[config.mk]
export PLATFORM = sky130hd
export DESIGN_NAME = ex_mem_stage
export DESIGN_NICKNAME = d
export VERILOG_FILES = /design/src/rtl/cpu_pkg.sv /design/src/rtl/br_cond_eval.sv /design/src/rtl/ex_mem_stage.sv
export SDC_FILE = /design/constraint.sdc
export NUM_CORES = 1
export LEC_CHECK = 0
export BUFFER_PORTS_ARGS = -buffer_cell sky130_fd_sc_hd__buf_4
export CAP_MARGIN = 30
export CORE_MARGIN = 8
export CORE_UTILIZATION = 40
export CTS_BUF_LIST = sky130_fd_sc_hd__clkbuf_8
export CTS_CLUSTER_DIAMETER = 30
export CTS_CLUSTER_SIZE = 16
export DETAILED_ROUTE_END_ITERATION = 7
export GPL_TIMING_DRIVEN = 0
export HOLD_SLACK_MARGIN = 0.1
export PLACE_DENSITY = 0.8
export SLEW_MARGIN = 20
export SYNTH_ARGS = -nofsm -noshare
export SYNTH_HDL_FRONTEND = slang
export SYNTH_SLANG_ARGS = --single-unit
[constraint.sdc]
create_clock -name clk -period 1.55 [get_ports clk]
set_input_delay 0.155 -clock clk [delete_from_list [all_inputs] [get_ports clk]]
set_output_delay 0.155 -clock clk [all_outputs]
set_load 0.03 [all_outputs]
[src/rtl/cpu_pkg.sv]
// Shared CPU definitions: widths, opcodes and branch condition codes.
// The opcode encoding matches the ALU's cs select.
package cpu_pkg;

    localparam int DW = 16;
    localparam int RW = 4;

    typedef enum logic [3:0] {
        OP_ADD  = 4'b0000,
        OP_ADDZ = 4'b0001,
        OP_SUB  = 4'b0010,
        OP_AND  = 4'b0011,
        OP_NOR  = 4'b0100,
        OP_SLL  = 4'b0101,
        OP_SRL  = 4'b0110,
        OP_SRA  = 4'b0111,
        OP_LW   = 4'b1000,
        OP_SW   = 4'b1001,
        OP_LHB  = 4'b1010,
        OP_LLB  = 4'b1011,
        OP_B    = 4'b1100,
        OP_JAL  = 4'b1101,
        OP_JR   = 4'b1110,
        OP_HLT  = 4'b1111
    } op_e;

    localparam logic [2:0] CC_NE  = 3'b000;
    localparam logic [2:0] CC_EQ  = 3'b001;
    localparam logic [2:0] CC_GT  = 3'b010;
    localparam logic [2:0] CC_LT  = 3'b011;
    localparam logic [2:0] CC_GE  = 3'b100;
    localparam logic [2:0] CC_LE  = 3'b101;
    localparam logic [2:0] CC_OV  = 3'b110;
    localparam logic [2:0] CC_UNC = 3'b111;

endpackage

[src/rtl/br_cond_eval.sv]
// Branch condition evaluator over the architectural Z/N/V flags.
// Purely combinational.
module br_cond_eval
    import cpu_pkg::*;
(
    input  logic [2:0] cond,
    input  logic       z,
    input  logic       n,
    input  logic       v,
    output logic       take
);

    always_comb begin
        take = 1'b0;
        unique case (cond)
            CC_NE:   take = ~z;
            CC_EQ:   take = z;
            CC_GT:   take = ~z & ~n;
            CC_LT:   take = n;
            CC_GE:   take = z | (~z & ~n);
            CC_LE:   take = n | z;
            CC_OV:   take = v;
            CC_UNC:  take = 1'b1;
            default: take = 1'b0;
        endcase
    end

endmodule

[src/rtl/ex_mem_stage.sv]
// EX/MEM pipeline register with flag register, branch resolution,
// one-cycle registered redirect and sticky halt latch.
module ex_mem_stage #(
    parameter int DW = 16,
    parameter int RW = 4
) (
    input  logic          clk,
    input  logic          rst,
    input  logic          ex_valid,
    input  logic [3:0]    ex_op,
    input  logic [DW-1:0] ex_alu_dst,
    input  logic          ex_ov,
    input  logic          ex_z,
    input  logic          ex_n,
    input  logic [RW-1:0] ex_rd,
    input  logic          ex_we,
    input  logic [DW-1:0] ex_st_data,
    input  logic [2:0]    ex_cond,
    input  logic [DW-1:0] ex_pc1,
    input  logic [DW-1:0] ex_br_target,
    input  logic [DW-1:0] ex_jr_target,
    input  logic          mem_stall,
    output logic          mem_valid,
    output logic [DW-1:0] mem_result,
    output logic [DW-1:0] mem_st_data,
    output logic [RW-1:0] mem_rd,
    output logic          mem_we,
    output logic          mem_re,
    output logic          mem_wr,
    output logic          flag_z,
    output logic          flag_n,
    output logic          flag_v,
    output logic          redirect,
    output logic [DW-1:0] redirect_pc,
    output logic          halted
);

    import cpu_pkg::*;

    op_e           op;
    logic          acc;
    logic          take;
    logic          wr_all;
    logic          wr_z;
    logic          we_eff;
    logic          xfer;
    logic [DW-1:0] xfer_pc;
    logic [DW-1:0] res_eff;
    logic [RW-1:0] rd_eff;

    assign op  = op_e'(ex_op);
    assign acc = ex_valid & ~mem_stall & ~redirect & ~halted;

    br_cond_eval u_br_cond_eval (
        .cond (ex_cond),
        .z    (flag_z),
        .n    (flag_n),
        .v    (flag_v),
        .take (take)
    );

    always_comb begin
        wr_all  = 1'b0;
        wr_z    = 1'b0;
        we_eff  = ex_we;
        xfer    = 1'b0;
        xfer_pc = ex_br_target;
        res_eff = ex_alu_dst;
        rd_eff  = ex_rd;
        unique case (op)
            OP_ADD, OP_SUB: wr_all = 1'b1;
            // ADDZ only commits when Z is already set
            OP_ADDZ: begin
                wr_all = flag_z;
                we_eff = ex_we & flag_z;
            end
            OP_AND, OP_NOR, OP_SLL, OP_SRL, OP_SRA: wr_z = 1'b1;
            OP_B: begin
                we_eff = 1'b0;
                xfer   = take;
            end
            OP_JAL: begin
                we_eff  = 1'b1;
                xfer    = 1'b1;
                res_eff = ex_pc1;
                rd_eff  = RW'(15);
            end
            OP_JR: begin
                xfer    = 1'b1;
                xfer_pc = ex_jr_target;
            end
            default: ;
        endcase
    end

    always_ff @(posedge clk) begin
        if (rst) begin
            mem_valid   <= 1'b0;
            mem_result  <= '0;
            mem_st_data <= '0;
            mem_rd      <= '0;
            mem_we      <= 1'b0;
            mem_re      <= 1'b0;
            mem_wr      <= 1'b0;
            flag_z      <= 1'b0;
            flag_n      <= 1'b0;
            flag_v      <= 1'b0;
            redirect    <= 1'b0;
            redirect_pc <= '0;
            halted      <= 1'b0;
        end else if (!mem_stall) begin
            mem_valid <= acc;
            mem_we    <= acc & we_eff;
            mem_re    <= acc & (op == OP_LW);
            mem_wr    <= acc & (op == OP_SW);
            redirect  <= acc & xfer;
            if (acc) begin
                mem_result  <= res_eff;
                mem_st_data <= ex_st_data;
                mem_rd      <= rd_eff;
            end
            if (acc && xfer) begin
                redirect_pc <= xfer_pc;
            end
            if (acc && wr_all) begin
                flag_z <= ex_z;
                flag_n <= ex_n;
                flag_v <= ex_ov;
            end else if (acc && wr_z) begin
                flag_z <= ex_z;
            end
            if (acc && op == OP_HLT) begin
                halted <= 1'b1;
            end
        end
    end

endmodule
==> results of run 1 <==
==> flip-flops by register name, indices dropped and copies added (netlist names) <==
signal	flops
flag_z	1
mem_re	1
flag_v	1
mem_valid	1
redirect_pc	16
flag_n	1
mem_we	1
mem_st_data	16
mem_wr	1
halted	1
redirect	1
mem_rd	4
mem_result	16
==> where the power goes <==
group          total [mW]  internal, mW  switching [mW]  leakage (nW)
sequential           1.68          1.64          0.0398         0.499
clock                1.39         0.804           0.584         0.102
combinational       0.892         0.456           0.436          1.68
==> how the worst max path moves through the flow <==
stage                               start  cells after the start                            to  slack [ns]
detailed placement  redirect$_SDFFE_PP0N_                      5  redirect_pc[13]$_SDFFE_PP0P_       -0.24
global route          halted$_SDFFE_PP0P_                      5           flag_v$_SDFFE_PP0P_       -0.26
CTS                   halted$_SDFFE_PP0P_                      5  redirect_pc[12]$_SDFFE_PP0P_       -0.22
global placement    redirect$_SDFFE_PP0N_                      5  mem_st_data[12]$_SDFFE_PP0P_       -0.21
finish                halted$_SDFFE_PP0P_                      5           flag_v$_SDFFE_PP0P_       -0.19
floorplan           redirect$_SDFFE_PP0N_                      5  redirect_pc[10]$_SDFFE_PP0P_       -0.15
==> worst max-delay path, stage by stage, from the launching register on <==
cell and delay (ns):
dfxtp_2 0.32, or4b_4 0.55, buf_4 0.17, a2111oi_4 0.28, mux2i_1 0.23, nor2_1 0.06
==> timing repair <==
action,4_1_cts,5_1_grt
hold buffers,39,0
cloned,2,1
resized for setup,15,30
pin swaps,3,9
setup endpoints to repair,59,53
setup buffers,10,5
hold endpoints to repair,32,0
==> cell families (layout without fill, tap and decap cells) <==
group,after synthesis,in the layout,share of synthesized area
multiplexers,36,36,0.136
other,0,1,0
AND/OR/NAND/NOR,77,77,0.126
buffers and inverters,43,269,0.0698
flip-flops,61,61,0.460
AO/OA/AOI/OAI,70,70,0.204
adder cells (fa/ha/maj),1,1,0.00377
==> Yosys cell counts, types with 4 or more instances <==
cell,n
a21oi_1,22
nor2_1,28
inv_1,19
nand2_1,38
buf_2,7
a211oi_1,16
o32ai_1,16
clkbuf_1,14
mux2i_1,36
o22ai_1,4
dfxtp_1,61
==> layout make-up <==
cell class | instances | area, µm² | area share
sequential | 61 | 1230 | 0.255
antenna | 1 | 2.50 | 0.000521
multi-input combinational | 184 | 1340 | 0.278
tap | 77 | 96.3 | 0.0201
timing repair buffer | 212 | 1720 | 0.359
clock inverter | 3 | 38.8 | 0.00808
buffer | 24 | 155 | 0.0323
inverter | 19 | 71.3 | 0.0149
clock buffer | 11 | 151 | 0.0315
==> through the flow <==
stage                     area, µm²  std cells  utilization
after floorplan                2660        288            -
after global placement         3920        520        0.614
after detailed placement       3920        520        0.614
after CTS                      4640        585        0.727
after global routing           4800        592        0.752
final                          4800        592        0.752
==> layer usage <==
layer,global-route usage,vias to the layer above
li1,-,1473
met1,0.212,1419
met2,0.367,116
met3,0.0846,13
met4,0.0618,0
met5,0,-
==> metrics, run 1 <==
run status finished with violations; failing checks setup timing; HP Start ex_jr_target[13]; Hold Fails Final Rpt 0; Period minus WS final 1.74 ns; top-area cell type share of the netlist area 0.460; Cell Rows 29; RSZ-0062 raised after global routing true; Worst Path Required ~1.8 ns; Worst R2R Path Depth 5; CTS tree done; reg2reg end flag_v$_SDFFE_PP0P_; # clock sinks between 60 and 70; Total Wirelength between 10 and 15 mm; commonest non-fill, non-tap cell in the layout buf_4; leakage power roughly 2.3 nW; Clk pin slew, worst setup/hold paths ~0.07 ns; routed length on met3 805 µm; worst reg2reg setup slack -0.19 ns; Synth cell types 33; M1 WL about 4 mm; Power Total a little under 4 mW; FF+latch count, synth 61; worst skew pair latency between 0.3 and 0.4 ns; normalized max-slew margin 0.597; DRC 0; worst-path fanout max 4; post-DP HPWL between 6 and 7 mm; first-pass GRT wire length about 16 mm; gate count of the mapped netlist 288; f_max roughly 580 MHz; layout cells sized above 1 0.436; post-synthesis async set-or-reset flop share 0; Overflow after GRT 0; Die Area 9500 µm²; final setup TNS -2.60 ns; IO Count 160; H-tree levels 3; TritonCTS buffer count 9; crit end category flop; main area contributors after synthesis dfxtp_1, mux2i_1, nand2_1, o32ai_1, a211oi_1; peak supply drop about 0.00063 V; Yosys Warn Count 0; Data arrival, critical path a little under 2 ns; Seq/Total Area, Yosys 0.460; Worst Skew between 0.006 and 0.007 ns; Core Box Area approximately 6400 µm²; Main synth FF type dfxtp_1; metal2 WL ~5.3 mm; Avg Inst Size Synth about 9.2 µm²; Tcrit/Tclk final 1.12; Syn-to-layout area delta 80.9%; Slew Viols, Final 0; die extent in y 97.5 µm; total track usage 0.205; drt wl/cell 17.4 µm; die width around 100 µm; hold_ws around 0.11 ns; # port buffers around 160; drt first pass iters 4; Final Setup Violations 19; cell taking the most area after synthesis dfxtp_1; fill count approximately 480; CP startpoint kind flop; worst-case clock buffer depth 2; hold depth 3; worst min path class primary input to flop; power per cell area about 820 nW/µm²; Hold Path End redirect_pc[13]$_SDFFE_PP0P_; worst r2r src halted$_SDFFE_PP0P_; initial antenna violation count 1; DRT antenna net count 0; Vias/cell between 5 and 6; largest net degree at the start of global routing 11; # Max-Cap Violations 0; CP Class flop to flop; Root Driver clkbuf_8; Max Used Layer met4; vias 3,021; worst-margin pin slew a little over 0.6 ns; setup ws final -0.187 ns; Setup WS pre-CTS -0.236 ns; Initial Utilization 0.416; number of synthesized flops with an enable pin 0; Mapped Nets around 390; most frequent cells in the layout buf_4, dfxtp_1, dlygate4sd3_1; DR iter-0 viols around 70; vias in the first global route approximately 3.2k; fin nets just over 600; Netlist Area Pre-Place ~2700 µm²; RD Place Congestion slightly above 0.7
(Power assumes the default switching activity.)
==> inputs of run 2 (changes only) <==
==> constraint.sdc (replaced) <==
create_clock -name clk -period 1.55 [get_ports clk]
set_input_delay 0.2325 -clock clk [delete_from_list [all_inputs] [get_ports clk]]
set_output_delay 0.2325 -clock clk [all_outputs]
set_load 0.03 [all_outputs]
==> run 2 against run 1 <==
Net effect:
- combinational power fell by 12%
- sequential power barely moved
- critical path depth did not move
- largest power group unchanged
- final area fell by 9.0%
- non-clock buffer count fell by 42
- clock skew barely moved
- wire length fell by 11%
- the flow still finishes with violations (setup timing)
- critical endpoint unchanged
- highest routed layer unchanged
- total power fell by 3.1%
- fmax rose by 0.80%
==> metrics, run 2 (synthesis results as in run 1) <==
run status finished with violations (unchanged); failing checks setup timing (unchanged); final instance area 4370 µm² (was 4800 µm²); worst-path fanout max 4 (unchanged); Period minus WS final 1.72 ns (was 1.74 ns); worst-case clock buffer depth 2 (unchanged); normalized max-slew margin 0.635 (was 0.597); RSZ-0062 raised after global routing true (unchanged); Max Used Layer met4 (unchanged); layout cells sized above 1 0.460 (was 0.436); fin nets 568 (was 610); Final Setup Violations 19 (unchanged); Core Box Area 6390 µm² (unchanged); post-DP HPWL 6.84 mm (unchanged); M1 WL 3.66 mm (was 4.02 mm); fill count 543 (was 479); die width 97.5 µm (unchanged); Initial Utilization 0.416 (unchanged); Hold Fails Final Rpt 0 (unchanged); initial antenna violation count 0 (was 1); peak supply drop 0.000557 V (was 0.000631 V); Cell Rows 29 (unchanged); commonest non-fill, non-tap cell in the layout buf_4 (unchanged); setup ws final -0.174 ns (was -0.187 ns); Largest regs mem_result (16), mem_st_data (16), redirect_pc (16) (unchanged); Worst Path Required 1.75 ns (about the same); DRT antenna net count 0 (unchanged); Clk pin slew, worst setup/hold paths 0.07 ns (about the same); power per cell area 878 nW/µm² (was 824 nW/µm²); die extent in y 97.5 µm (unchanged); # Max-Cap Violations 0 (unchanged); first-pass GRT wire length 14.4 mm (was 16.0 mm); total track usage 0.184 (was 0.205); Worst Skew 0.00734 ns (was 0.00687 ns); Overflow after GRT 0 (unchanged); RD Place Congestion 0.717 (unchanged); Setup WS pre-CTS -0.301 ns (was -0.236 ns); Root Driver clkbuf_8 (unchanged); CP Class flop to flop (unchanged); worst min path class primary input to flop (unchanged); vias 2,796 (was 3,021); metal2 WL 4.47 mm (was 5.34 mm); DR iter-0 viols 66 (was 71); # clock sinks 61 (unchanged); Die Area 9500 µm² (unchanged); TritonCTS buffer count 9 (unchanged); largest net degree at the start of global routing 11 (unchanged); Tcrit/Tclk final 1.11 (was 1.12); placed cell area 3920 µm² (unchanged); n_diodes 0 (was 1); IO Count 160 (unchanged); DRC 0 (unchanged); final std cells w/o fill 549 (was 592); Util after Layout 0.684 (was 0.752); DP Cell Count 520 (unchanged); worst-margin pin slew 0.547 ns (was 0.605 ns); # port buffers 155 (unchanged); Data arrival, critical path 1.93 ns (about the same); final setup TNS -2.49 ns (was -2.60 ns); vias in the first global route 2,932 (was 3,175); most frequent cells in the layout buf_4, dfxtp_1, nand2_1 (was buf_4, dfxtp_1, dlygate4sd3_1); CP startpoint kind flop (unchanged); drt first pass iters 6 (was 4); drt wl/cell 16.6 µm (was 17.4 µm); Slew Viols, Final 0 (unchanged); H-tree levels 3 (unchanged); f_max 580 MHz (was 576 MHz); routed length on met3 832 µm (was 805 µm); Total Wirelength 9.12 mm (was 10.3 mm); Vias/cell 5.09 (was 5.10); worst skew pair latency 0.33 ns (about the same); leakage power 2.10 nW (was 2.28 nW); crit end category flop (unchanged); CTS tree done (unchanged); Syn-to-layout area delta 64.5% (was 80.9%)
[run 2: changes by cell type in the layout (fill, tap and decap cells not counted), sizes merged]
cell	previous run	this run
dlygate4sd3	39	0
buf	186	184
clkbuf	22	21
diode	1	0
[run 2: power breakdown]
part	leakage, nW	internal, mW	switching [mW]
Combinational	1.50	0.382	0.400
Clock	0.102	0.804	0.574
Sequential	0.499	1.64	0.0374
[run 2: final cells by class]
type / count / area (µm²) / share of cell area
Inverter: 19 / 71.3 / 0.0163
Buffer: 24 / 155 / 0.0355
Multi-Input combinational cell: 184 / 1310 / 0.301
Sequential cell: 61 / 1230 / 0.281
Timing Repair Buffer: 170 / 1310 / 0.301
Clock inverter: 3 / 38.8 / 0.00889
Clock buffer: 11 / 151 / 0.0347
Tap cell: 77 / 96.3 / 0.0221
[run 2: path summary, 6_finish.rpt]
path,slack [ns],cells after the start,start,endpoint
worst max register to register,-0.17,5,halted$_SDFFE_PP0P_,flag_v$_SDFFE_PP0P_
worst max-delay path,-0.17,5,halted$_SDFFE_PP0P_,flag_v$_SDFFE_PP0P_
worst min register to register,0.46,2,mem_st_data[8]$_SDFFE_PP0P_,mem_st_data[8]$_SDFFE_PP0P_
worst min-delay path,0.14,3,ex_rd[3],mem_rd[3]$_SDFFE_PP0P_
[run 2: metal layers]
metal,GRT usage,vias up
li1,-,1383
met3,0.0853,15
met4,0.0606,0
met2,0.312,114
met5,0,-
met1,0.196,1284
[run 2: repair_timing]
action / in CTS / in global routing
cloned: 2 / 1
endpoints found under the setup margin: 59 / 53
gates resized for setup: 15 / 27
pin swaps: 3 / 6
buffers inserted: 10 / 2
hold buffers: 0 / 0
[run 2: stage by stage]
stage	power [mW]	hold WS [ns]
global route	4.00	0.128
finish	3.83	0.143
floorplan	2.07	0.366
detailed placement	2.43	0.450
global placement	2.42	0.444
CTS	3.83	0.131
[run 2: worst max-delay path: stages, from the launching register on]
cell and delay, ns:
dfxtp_2 0.32, or4b_4 0.55, buf_4 0.17, a2111oi_4 0.27, mux2i_1 0.23, nor2_1 0.05
==> inputs of run 3 (changes only) <==
ABC_AREA = 1   (was not set)
CORE_UTILIZATION = 45   (was 40)
PLACE_DENSITY = 0.82   (was 0.8)
clock period = 2 ns   (was 1.55 ns; I/O delays follow)
==> run 3 against run 2 <==
Net effect:
- the flow now finishes without violations
- global-route usage is 2.2 points higher
- sequential power is 21% lower
- final area increased by 3.0%
- flip-flop and latch count unchanged
- non-clock buffer count is 9 lower
- count of clock-buffer cells in the layout decreased by 1
- die area grew 0.55%
- highest routed layer unchanged
==> metrics, run 3 <==
Root Driver clkbuf_8 (unchanged); crit-path cells nor2_1, nand3_2, nor3_4, buf_2, nand3_1, nand2_1, nor2_1 (was or4b_4, buf_4, a2111oi_4, mux2i_1, nor2_1); Worst Path Required 2.22 ns (was 1.75 ns); crit path buf inv count 1 (unchanged); Slew Viols, Final 0 (unchanged); final setup TNS 0 ns (was -2.49 ns); cell family with the largest share of critical-path delay simple AND/OR/NAND/NOR gates (unchanged); cell mode on critical path nor2_1; IO Count 160 (unchanged); Period minus WS final 1.51 ns (was 1.72 ns); fill count 560 (was 543); drt wl/cell 14.4 µm (was 16.6 µm); die extent in y 97.7 µm (was 97.5 µm); Power Total 3.10 mW (was 3.83 mW); vias 3,418 (was 2,796); CP max stage delay 0.33 ns (was 0.55 ns); Clk pin slew, worst setup/hold paths 0.07 ns (about the same); post_cts resized 0 (was 15); Final Setup Violations 0 (was 19); CP startpoint kind flop (unchanged); post-CTS setup repair buffer count 0 (was 10); worst min path class primary input to flop (unchanged); layout cells sized above 1 0.364 (was 0.460); die width 97.7 µm (was 97.5 µm); DRC 0 (unchanged); power per cell area 690 nW/µm² (was 878 nW/µm²); Main synth FF type dfxtp_1 (unchanged); normalized max-slew margin 0.694 (was 0.635); TritonCTS buffer count 9 (unchanged); RSZ-0062 raised after global routing false (was true); RD Place Congestion 0.806 (was 0.717); synth cell count leaders nand2_1, nor2_1, dfxtp_1 (was dfxtp_1, nand2_1, mux2i_1); Mapped Nets 534 (was 387); Hold Fails Final Rpt 0 (unchanged); main area contributors after synthesis dfxtp_1, nand2_1, nand3_1, nor2_1, inv_1 (was dfxtp_1, mux2i_1, nand2_1, o32ai_1, a211oi_1); Syn-to-layout area delta 49.6% (was 64.5%); gate count of the mapped netlist 435 (was 288); Die Area 9550 µm² (was 9500 µm²); post-synthesis async set-or-reset flop share 0 (unchanged); worst-path fanout max 10 (was 4); Seq/Total Area, Yosys 0.406 (was 0.460); critical path's slowest cell dfxtp_1 (was or4b_4); Yosys Warn Count 0 (unchanged); initial antenna violation count 0 (unchanged); f_max 663 MHz (was 580 MHz); n_diodes 0 (unchanged); CP Class flop to flop (unchanged); top-area cell type share of the netlist area 0.406 (was 0.460); # clock sinks 61 (unchanged); most frequent cells in the layout buf_4, nand2_1, nor2_1 (was buf_4, dfxtp_1, nand2_1); DR iter-0 viols 136 (was 66); # port buffers 159 (was 155); # Max-Cap Violations 0 (unchanged); Synth cell types 30 (was 33); worst-margin pin slew 0.459 ns (was 0.547 ns); drt first pass iters 4 (was 6); Avg Inst Size Synth 6.91 µm² (was 9.21 µm²); count leader, synth nand2_1 (was dfxtp_1); Largest regs mem_result (16), mem_st_data (16), redirect_pc (16) (unchanged); fin nets 704 (was 568); first-pass GRT wire length 16.3 mm (was 14.4 mm); Core Box Area 6420 µm² (was 6390 µm²); Vias/cell 4.98 (was 5.09); leakage power 2.34 nW (was 2.10 nW); Multi-input gate area 1420 µm² (was 1310 µm²); cell taking the most area after synthesis dfxtp_1 (unchanged); total track usage 0.206 (was 0.184); largest net degree at the start of global routing 12 (was 11); Netlist Area Pre-Place 3010 µm² (was 2650 µm²); peak supply drop 0.000426 V (was 0.000557 V); sequential cell area 1220 µm² (was 1230 µm²); Cell Rows 29 (unchanged); FF+latch count, synth 61 (unchanged); DRT antenna net count 0 (unchanged); CTS tree done (unchanged); worst-case clock buffer depth 2 (unchanged); Tcrit/Tclk final 0.754 (was 1.11); Worst Skew 0.00560 ns (was 0.00734 ns); number of synthesized flops with an enable pin 0 (unchanged); post-DP HPWL 7.94 mm (was 6.84 mm); crit end category flop (unchanged); run status finished clean (was finished with violations); Total Wirelength 9.87 mm (was 9.12 mm); hold_buf cts 0 (unchanged); Data arrival, critical path 1.73 ns (was 1.93 ns); H-tree levels 3 (unchanged); commonest non-fill, non-tap cell in the layout buf_4 (unchanged); Initial Utilization 0.468 (was 0.416); Overflow after GRT 0 (unchanged); vias in the first global route 3,438 (was 2,932); worst skew pair latency 0.32 ns (was 0.33 ns)
==> run 3: layout make-up <==
type,instances,area share
multi-input combinational,301,0.316
sequential,61,0.272
timing repair buffer,159,0.266
buffer,26,0.0412
inverter,47,0.0401
clock buffer,10,0.0306
tap,77,0.0214
clock inverter,6,0.0139
==> run 3: final timing paths <==
check | start | endpoint | slack [ns] | cells past startpoint
worst max register to register | halted$_SDFFE_PP0P_ | redirect_pc[7]$_SDFFE_PP0P_ | 0.49 | 7
worst max-delay path | halted$_SDFFE_PP0P_ | redirect_pc[7]$_SDFFE_PP0P_ | 0.49 | 7
worst min register to register | mem_re$_SDFFE_PP0N_ | mem_re$_SDFFE_PP0N_ | 0.46 | 2
worst min-delay path | rst | mem_valid$_SDFFE_PP0N_ | 0.19 | 2
==> run 3: metrics by stage <==
| step | instance area [µm²] | utilization | hold WS (ns) | cells | setup slack (ns) |
|---|---|---|---|---|---|
| after global routing | 4500 | 0.700 | 0.180 | 687 | 0.312 |
| after floorplan | 3010 | - | 0.369 | 435 | 0.563 |
| after CTS | 4500 | 0.700 | 0.180 | 687 | 0.484 |
| after detailed placement | 4300 | 0.669 | 0.456 | 671 | 0.473 |
| final | 4500 | 0.700 | 0.192 | 687 | 0.492 |
| after global placement | 4300 | 0.669 | 0.452 | 671 | 0.489 |
==> run 3: power breakdown <==
group / switching (mW) / internal [mW] / total, mW
Combinational: 0.384 / 0.309 / 0.693
Clock: 0.489 / 0.605 / 1.09
Sequential: 0.0375 / 1.28 / 1.32
==> run 3: cell families after synthesis <==
kind of cell / count (synthesis) / synth area share
AOI/OAI and AO/OA: 63 / 0.125
DFF: 61 / 0.406
and+or+nand+nor: 238 / 0.347
buffers and inverters: 73 / 0.122
==> run 3: layer usage <==
metal	part of all wire	GRT usage	up-vias	wire, µm
li1	-	-	1731	-
met1	0.40	0.224	1539	3930
met2	0.49	0.357	140	4880
met3	0.096	0.0824	8	948
met4	0.011	0.0659	0	106
met5	0	0	-	0
